[src/rtl/addsub_arbiter_pkg.sv]
// Shared definitions for the add/sub arbiter: FSM state encodings,
// requester IDs and the round-robin winner selection.
package addsub_arbiter_pkg;

   typedef enum logic [1:0] {
      IDLE = 2'b00,
      EXEC = 2'b01,
      RESP = 2'b10
   } state_t;

   localparam logic ID_REQ0 = 1'b0;
   localparam logic ID_REQ1 = 1'b1;

   // Round-robin pick: a lone requester wins, a tie goes to the pointer.
   function automatic logic pick_winner(input logic req0, input logic req1, input logic ptr);
      logic win;
      if (req0 && req1) begin
         win = ptr;
      end else if (req1) begin
         win = ID_REQ1;
      end else begin
         win = ID_REQ0;
      end
      return win;
   endfunction

endpackage

[src/rtl/addsub_arbiter_if.sv]
// Requester / result bus between the operand sources, the result consumer
// and the add/sub arbiter.
interface addsub_arbiter_if;
   import addsub_arbiter_pkg::*;

   logic       req0;
   logic [3:0] a0;
   logic [3:0] b0;
   logic       mode0;
   logic       req1;
   logic [3:0] a1;
   logic [3:0] b1;
   logic       mode1;
   logic       gnt0;
   logic       gnt1;
   logic       res_valid;
   logic       res_ready;
   logic [3:0] res_sum;
   logic       res_cout;
   logic       res_ovf;
   logic       res_id;
   logic       busy;

   // Requesters and result consumer side.
   modport master (
      output req0, a0, b0, mode0, req1, a1, b1, mode1, res_ready,
      input  gnt0, gnt1, res_valid, res_sum, res_cout, res_ovf, res_id, busy
   );

   // Arbiter side.
   modport slave (
      input  req0, a0, b0, mode0, req1, a1, b1, mode1, res_ready,
      output gnt0, gnt1, res_valid, res_sum, res_cout, res_ovf, res_id, busy
   );

endinterface

[src/rtl/addsub_arbiter_fourbitaddsub.sv]
// Existing 4-bit adder/subtractor: sum = a + (b xor mode) + mode.
module fourbitaddsub (
   input  logic [3:0] a,
   input  logic [3:0] b,
   input  logic       mode,
   output logic [3:0] sum,
   output logic       cout
);

   logic [4:0] full_s;

   assign full_s = {1'b0, a} + {1'b0, b ^ {4{mode}}} + {4'b0000, mode};
   assign sum    = full_s[3:0];
   assign cout   = full_s[4];

endmodule

[src/rtl/addsub_arbiter.sv]
// Round-robin arbiter sharing one fourbitaddsub between two requesters.
// A grant captures the winner's operands, the shared unit computes for one
// cycle, and the registered result is held until the consumer takes it.
module addsub_arbiter #(
   parameter bit FIRST_PRIO = 1'b0
) (
   input logic              clk,
   input logic              rst,
   addsub_arbiter_if.slave  bus
);
   import addsub_arbiter_pkg::*;

   state_t     state_r;
   logic       ptr_r;
   logic [3:0] op_a_r;
   logic [3:0] op_b_r;
   logic       op_mode_r;
   logic       gnt0_r;
   logic       gnt1_r;
   logic       res_valid_r;
   logic [3:0] res_sum_r;
   logic       res_cout_r;
   logic       res_ovf_r;
   logic       res_id_r;
   logic       busy_r;

   logic       any_req_s;
   logic       win_s;
   logic       do_grant_s;
   logic [3:0] sum_s;
   logic       cout_s;
   logic [3:0] b_eff_s;
   logic       ovf_s;

   assign any_req_s = bus.req0 | bus.req1;
   assign win_s     = pick_winner(bus.req0, bus.req1, ptr_r);

   // Decide whether this edge performs an arbitration (from IDLE, or back-to-back from RESP).
   always_comb begin
      do_grant_s = 1'b0;
      case (state_r)
         IDLE:    do_grant_s = any_req_s;
         RESP:    do_grant_s = any_req_s & bus.res_ready;
         EXEC:    do_grant_s = 1'b0;
         default: do_grant_s = 1'b0;
      endcase
   end

   fourbitaddsub u_addsub (
      .a    (op_a_r),
      .b    (op_b_r),
      .mode (op_mode_r),
      .sum  (sum_s),
      .cout (cout_s)
   );

   // Signed overflow: operands of equal sign producing a result of the other sign.
   assign b_eff_s = op_b_r ^ {4{op_mode_r}};
   assign ovf_s   = (op_a_r[3] == b_eff_s[3]) && (sum_s[3] != op_a_r[3]);

   // Control FSM with registered grant, result and status outputs.
   always_ff @(posedge clk or posedge rst) begin
      if (rst) begin
         state_r     <= IDLE;
         ptr_r       <= FIRST_PRIO;
         op_a_r      <= 4'b0000;
         op_b_r      <= 4'b0000;
         op_mode_r   <= 1'b0;
         gnt0_r      <= 1'b0;
         gnt1_r      <= 1'b0;
         res_valid_r <= 1'b0;
         res_sum_r   <= 4'b0000;
         res_cout_r  <= 1'b0;
         res_ovf_r   <= 1'b0;
         res_id_r    <= 1'b0;
         busy_r      <= 1'b0;
      end else if (do_grant_s) begin
         state_r     <= EXEC;
         ptr_r       <= ~win_s;
         op_a_r      <= (win_s == ID_REQ1) ? bus.a1    : bus.a0;
         op_b_r      <= (win_s == ID_REQ1) ? bus.b1    : bus.b0;
         op_mode_r   <= (win_s == ID_REQ1) ? bus.mode1 : bus.mode0;
         gnt0_r      <= (win_s == ID_REQ0);
         gnt1_r      <= (win_s == ID_REQ1);
         res_id_r    <= win_s;
         res_valid_r <= 1'b0;
         busy_r      <= 1'b1;
      end else begin
         case (state_r)
            IDLE: begin
               gnt0_r <= 1'b0;
               gnt1_r <= 1'b0;
               busy_r <= 1'b0;
            end
            EXEC: begin
               state_r     <= RESP;
               gnt0_r      <= 1'b0;
               gnt1_r      <= 1'b0;
               res_sum_r   <= sum_s;
               res_cout_r  <= cout_s;
               res_ovf_r   <= ovf_s;
               res_valid_r <= 1'b1;
               busy_r      <= 1'b1;
            end
            RESP: begin
               if (bus.res_ready) begin
                  state_r     <= IDLE;
                  res_valid_r <= 1'b0;
                  busy_r      <= 1'b0;
               end
            end
            default: begin
               state_r     <= IDLE;
               gnt0_r      <= 1'b0;
               gnt1_r      <= 1'b0;
               res_valid_r <= 1'b0;
               busy_r      <= 1'b0;
            end
         endcase
      end
   end

   assign bus.gnt0      = gnt0_r;
   assign bus.gnt1      = gnt1_r;
   assign bus.res_valid = res_valid_r;
   assign bus.res_sum   = res_sum_r;
   assign bus.res_cout  = res_cout_r;
   assign bus.res_ovf   = res_ovf_r;
   assign bus.res_id    = res_id_r;
   assign bus.busy      = busy_r;

endmodule

[src/flat_wrapper.sv]
// flat-port wrapper written by rule: the top's interface ports become plain ports
module addsub_arbiter_flat import addsub_arbiter_pkg::*;
#(
   parameter bit FIRST_PRIO = 1'b0
)
  (clk, rst, bus_req0, bus_a0, bus_b0, bus_mode0, bus_req1, bus_a1, bus_b1, bus_mode1, bus_res_ready, bus_gnt0, bus_gnt1, bus_res_valid, bus_res_sum, bus_res_cout, bus_res_ovf, bus_res_id, bus_busy);
  addsub_arbiter_if bus_i ();
  input logic clk;
  input logic rst;
  input wire logic [$bits(bus_i.req0)-1:0] bus_req0;
  input wire logic [$bits(bus_i.a0)-1:0] bus_a0;
  input wire logic [$bits(bus_i.b0)-1:0] bus_b0;
  input wire logic [$bits(bus_i.mode0)-1:0] bus_mode0;
  input wire logic [$bits(bus_i.req1)-1:0] bus_req1;
  input wire logic [$bits(bus_i.a1)-1:0] bus_a1;
  input wire logic [$bits(bus_i.b1)-1:0] bus_b1;
  input wire logic [$bits(bus_i.mode1)-1:0] bus_mode1;
  input wire logic [$bits(bus_i.res_ready)-1:0] bus_res_ready;
  output wire logic [$bits(bus_i.gnt0)-1:0] bus_gnt0;
  output wire logic [$bits(bus_i.gnt1)-1:0] bus_gnt1;
  output wire logic [$bits(bus_i.res_valid)-1:0] bus_res_valid;
  output wire logic [$bits(bus_i.res_sum)-1:0] bus_res_sum;
  output wire logic [$bits(bus_i.res_cout)-1:0] bus_res_cout;
  output wire logic [$bits(bus_i.res_ovf)-1:0] bus_res_ovf;
  output wire logic [$bits(bus_i.res_id)-1:0] bus_res_id;
  output wire logic [$bits(bus_i.busy)-1:0] bus_busy;
  assign bus_i.req0 = bus_req0;
  assign bus_i.a0 = bus_a0;
  assign bus_i.b0 = bus_b0;
  assign bus_i.mode0 = bus_mode0;
  assign bus_i.req1 = bus_req1;
  assign bus_i.a1 = bus_a1;
  assign bus_i.b1 = bus_b1;
  assign bus_i.mode1 = bus_mode1;
  assign bus_i.res_ready = bus_res_ready;
  assign bus_gnt0 = bus_i.gnt0;
  assign bus_gnt1 = bus_i.gnt1;
  assign bus_res_valid = bus_i.res_valid;
  assign bus_res_sum = bus_i.res_sum;
  assign bus_res_cout = bus_i.res_cout;
  assign bus_res_ovf = bus_i.res_ovf;
  assign bus_res_id = bus_i.res_id;
  assign bus_busy = bus_i.busy;
  addsub_arbiter #(.FIRST_PRIO(FIRST_PRIO)) u_core (.clk(clk), .rst(rst), .bus(bus_i));
endmodule
[config.mk]
export PLATFORM = sky130hd
export DESIGN_NAME = addsub_arbiter_flat
export DESIGN_NICKNAME = d
export VERILOG_FILES = /design/src/rtl/addsub_arbiter_pkg.sv /design/src/rtl/addsub_arbiter_if.sv /design/src/rtl/addsub_arbiter_fourbitaddsub.sv /design/src/rtl/addsub_arbiter.sv /design/src/flat_wrapper.sv
export SDC_FILE = /design/constraint.sdc
export NUM_CORES = 1
export LEC_CHECK = 0
export ABC_AREA = 1
export CAP_MARGIN = 20
export CORE_AREA = 2 2 53 55
export CTS_BUF_LIST = sky130_fd_sc_hd__clkbuf_8 sky130_fd_sc_hd__clkbuf_16
export DETAILED_ROUTE_END_ITERATION = 8
export DIE_AREA = 0 0 55 57
export PLACE_DENSITY_LB_ADDON = 0.3
export SYNTH_ARGS = -nofsm -noshare
export SYNTH_HDL_FRONTEND = slang
export SYNTH_SLANG_ARGS = --single-unit
[constraint.sdc]
create_clock -name clk -period 3.5 [get_ports clk]
set_input_delay 0.35 -clock clk [delete_from_list [all_inputs] [get_ports clk]]
set_output_delay 0.35 -clock clk [all_outputs]
set_load 0.1 [all_outputs]
## Yosys cells after proc, flatten, opt, wreduce, memory -nomap -nowiden

Index checks and enable logic that the tools add are counted.

- Add/subtract/negate cells: 2
- Equal/unequal tests: 7
- Mux-type cells: 17
- Bitwise logic cells: 5
- Reduce and logical (&&, ||, !) cells: 5

Operator list:

| kind | number |
|---|---|
| two-way mux 1 bit | 9 |
| two-way mux 4 bit | 2 |
| case mux 2 bit (3 select lines) | 1 |
| adder 4 x 4 -> 5 bit | 1 |
| adder 5 x 1 -> 5 bit | 1 |
| two-way mux 2 bit | 2 |
| != test 2 x 1 -> 1 bit (second input constant) | 2 |
| case mux 1 bit (2 select lines) | 2 |
| AND reduction 2 bit | 2 |
| XOR 4 bit | 1 |
| != test 3 x 2 -> 1 bit (second input constant) | 1 |
| case mux 1 bit (3 select lines) | 1 |
| == test 2 x 1 -> 1 bit (second input constant) | 1 |
| == test 2 bit (second input constant) | 1 |
| logical AND 1 bit | 2 |
| zero test 2 bit | 1 |
| NOT 1 bit | 2 |
| AND 1 bit | 1 |
| == test 1 bit | 1 |
| != test 1 bit | 1 |
| bitwise OR 1 bit | 1 |

- Register bits after elaboration: 23
- Bits of input ports: 23
- Output and inout port bits: 11
- Logic and storage cells: 49

## Depth between registers and ports, before layout

- Depth in word-level cells: 5
- Gate-level depth with buffers: 11
- Mapped depth without buffers: 10

## Modules after synthesis

A second synthesis with hierarchy kept.

- Cell total of the unflattened synthesis: 162
- Area total of the unflattened synthesis: 1229.9 sq um

By module, submodules not included:

| module | instances | cells each | area each (sq um) | seq. area each (sq um) |
|---|---|---|---|---|
| addsub_arbiter | 1 | 138 | 1059.8 | 550.5 |
| fourbitaddsub | 1 | 24 | 170.2 | 0.0 |

## Least setup slack after synthesis

OpenSTA, ideal clock, no wires.

- Path kind: register -> register
- From: register u_core.state_r[1]
- To: register u_core.res_sum_r[3], in the netlist u_core.bus.res_sum[3]
- Library setup time: 0.074 ns
- Data arrival time: 1.520 ns
- Required time: 3.426 ns
- Slack: 1.906 ns
- Cell stages (with the launch flop): 7
- Buffers on the path: 0
- Period minus slack after synthesis: 1.594 ns
- Cells stage by stage: dfrtp_1 inv_1 nand2_1 nor2_1 nand3_1 o21ai_0 nor2_1

- Cells in the longest elaborated chain, start to end: 4
- Elaborated cells between the ends (all ways): 6
- Those cells by class: eq/ne: 2; mux: 1; bitwise: 1; reduce/logical: 2

Ends and longest elaborated chain:

| element | RTL line | RTL |
|---|---|---|
| start: declaration | addsub_arbiter.sv:13 | `state_t state_r;` |
| start signal: assignment | addsub_arbiter.sv:64 | `state_r <= IDLE;` |
| start signal: assignment | addsub_arbiter.sv:78 | `state_r <= EXEC;` |
| start signal: assignment | addsub_arbiter.sv:96 | `state_r <= RESP;` |
| == test 2 bit or zero test 2 bit (tied branches) | addsub_arbiter.sv:41 | `case (state_r)` |
| case mux 1 bit (2 select lines) | addsub_arbiter.sv:41 |  |
| NOT 1 bit (no source line) | -- |  |
| AND reduction 2 bit (no source line) (*) | -- |  |
| end signal: assignment | addsub_arbiter.sv:99 | `res_sum_r <= sum_s;` |
| end: declaration | addsub_arbiter.sv:21 | `logic [3:0] res_sum_r;` |

Every way passes the cells marked *; elsewhere a longest branch is shown, timed or not.
A chain may end at the register's enable or synchronous reset.

==> flow_summary_export.csv <==
group,metric,value,unit
floorplanning,die_h,57,µm
synth,synth_top_area_cell,"dfrtp_1",
grt,gr-total-overflow,0,
placement,io_buffers,33,
drt,wl_met3,148,µm
hold_path,whs_endpoint,"u_core.bus.res_id",
cts,clk_path_buf_depth,2,
synth,synthFlopType,"dfrtp_1",
status,outcome,"finished clean",
floorplanning,pin_count,34,
critical_path,reg2reg_slack,1.89,ns
drt,via_per_inst,4.711,
critical_path,required,3.15,ns
synth,netlist_top_cells_count,"60 x nand2_1, 22 x dfrtp_1, 17 x nand3_1, 11 x inv_1",
cts,postCtsSetupBuffers,0,
floorplanning,dieArea,3135,µm²
synth,synth_cells,149,
critical_path,crit_slowest_cell,"clkdlybuf4s50_1",
critical_path,reg2regPathDepth,7,
drt,routedWlPerCell,10.19,µm
grt,antenna_found_initial,0,
critical_path,crit_buf_inv,1,
final_layout,antennaDiodeCount,0,
critical_path,r2r-start,"u_core.op_mode_r",
synth,async_reset_ff_frac,1.000,
critical_path,reg2reg_to,"u_core.bus.res_sum[3]",
final_layout,final_util,0.6000,
sta,hold_violations,0,
cts,cts_tree,"yes",
synth,synthAdderAreaFrac,0.04782,
drt,wl,2151,µm
synth,synth_top_area_frac,0.4574,
placement,placed_area,1514,µm²
synth,synth-edff-count,0,
grt,grt_pass1_vias,885,
sta,setup_viol,0,
critical_path,cp.arrival,1.83,ns
final_layout,drive_gt1_frac,0.07222,
synth,synth_simple_gate_area_frac,0.2869,
final_layout,finalInstanceArea,1569,µm²
critical_path,critPathCaptureType,"output pin",
synth,synthTopCellsByArea,"dfrtp_1 46%, nand2_1 19%, nand3_1 7.1%",
hold_path,hold_start,"u_core.bus.res_id",
critical_path,crit_fanout,3,
flow_run,max_cap_viol_count,0,
synth,synth.net_count,176,
sta,finClkSkew,0.002083,ns
drt,route.met2.wl,1015,µm
synth,synth_most_common_cell,"nand2_1",
critical_path,path_cells,"clkdlybuf4s50_1",
floorplanning,core,2615,µm²
hold_path,min_path_type,"register to register",
final_layout,area_growth,30.35,%
grt,grt_max_degree,23,
synth,avgSynthCellArea,8.078,µm²
sta,worst_pin_slew,0.9747,ns
cts,cts_resized,0,
sta,fmax,0.4591,GHz
drt,wl_met1,964,µm
sta,rsz0062_at_grt,"false",
drt,drc,0,
synth,synth_compound_area_frac,0.08004,
synth,post_synth_xor_area_fraction,0.03638,
cts,clkTransAtPathRegs,0.07,ns
drt,routed.top_layer,"met4",
synth,ys_ff_latch,22,
critical_path,worst-setup-path-type,"register to output pin",
sta,layout_min_cycle_time,2.178,ns
cts,root_buffer,"clkbuf_8",
drt,ant_nets,0,
critical_path,critPathLaunchType,"register",
cts,h-tree-depth,1,
floorplanning,start_util,0.4603,
synth,synth_top_family_by_area,"simple AND/OR/NAND/NOR gates",
placement,gp_congestion,0.7087,
cts,hold_buffers,0,
synth,synth_area,1204,µm²
critical_path,crit_start,"u_core.state_r[1]",
synth,ys_seq_area_frac,0.4574,
cts,numCtsBuffers,3,
floorplanning,die_w,55,µm
critical_path,critical_path.top_delay_family,"buffers and inverters",
grt,grt.total_usage,0.1536,
placement,dp_hpwl,1730,µm
cts,clock-sinks,22,
grt,grt_pass1_wl,3546,µm
drt,via_count,994,
synth,synth_warnings,0,
synth,synthDistinctLibCells,20,
synth,synthMuxAreaShare,0,
floorplanning,std_cell_rows,19,
sta,min_period_over_period,0.6224,
sta,hold_slack,0.4781,ns
critical_path,cpPeakStageDelay,1.16,ns
sta,finalMaxSlewViolations,0,
sta,slew_headroom,0.3482,
cts,clkLatencyLatePin,0.25,ns
final_layout,nets,208,
sta,setup_tns,0,ns
drt,drt_iter0_markers,32,
drt,first_pass_iters,4,
hold_path,holdPathStages,2,
## through the flow
stage | std cells | setup slack, ns
after floorplan | 149 | 1.906
after global placement | 207 | 1.587
after detailed placement | 207 | 1.518
after CTS | 211 | 1.301
after global routing | 211 | 1.264
final | 211 | 1.322
## layout make-up
class | instances | area, µm²
Sequential cell | 22 | 550.5
Inverter | 13 | 51.30
Clock buffer | 4 | 55.05
Timing Repair Buffer | 33 | 330.3
Tap cell | 31 | 38.79
Fill cell | 254 | 1046
Multi-Input combinational cell | 108 | 543.0
## cells by family after synthesis
| logic type | after synthesis |
|---|---|
| and+or+nand+nor | 85 |
| DFF | 22 |
| buffers and inverters | 19 |
| AOI/OAI and AO/OA | 14 |
| xor gates and xnor gates | 5 |
| adders and majority gates | 4 |
## worst max path at each step
stage | to | slack (ns) | cells after the start
3_3_place_gp | u_core.bus.gnt0 | 1.59 | 5
6_report | bus_res_valid | 1.32 | 1
4_1_cts | bus_res_valid | 1.30 | 1
5_1_grt | bus_res_valid | 1.26 | 1
3_5_place_dp | u_core.bus.gnt0 | 1.52 | 5
2_1_floorplan | u_core.bus.res_sum[3] | 1.91 | 6
## sequential cells by signal (all words and copies together) (netlist names)
name	flops
u_core.bus.busy	1
u_core.bus.gnt0	1
u_core.bus.gnt1	1
u_core.bus.res_cout	1
u_core.bus.res_id	1
u_core.bus.res_ovf	1
u_core.bus.res_sum	4
u_core.op_a_r	4
u_core.op_b_r	4
u_core.op_mode_r	1
u_core.ptr_r	1
u_core.state_r	2
## layout by cell type (no fill, tap or decap), drive strengths merged, types with 4 or more instances in the layout
cell type,Yosys,layout
dfrtp,22,22
inv,13,13
nand2,62,62
clkbuf,0,4
clkdlybuf4s50,0,33
o21ai,10,10
nand3,17,17
nor2,6,6
a21oi,4,4
## routing by layer
layer  up-vias  track usage
li1        526            -
met1       431       0.1904
met2        35       0.2534
met3         2      0.03403
met4         0      0.06272
met5         -            0
Power is not shown: default switching activity piles up to over one toggle a cycle in this logic, so the estimate is an artifact.
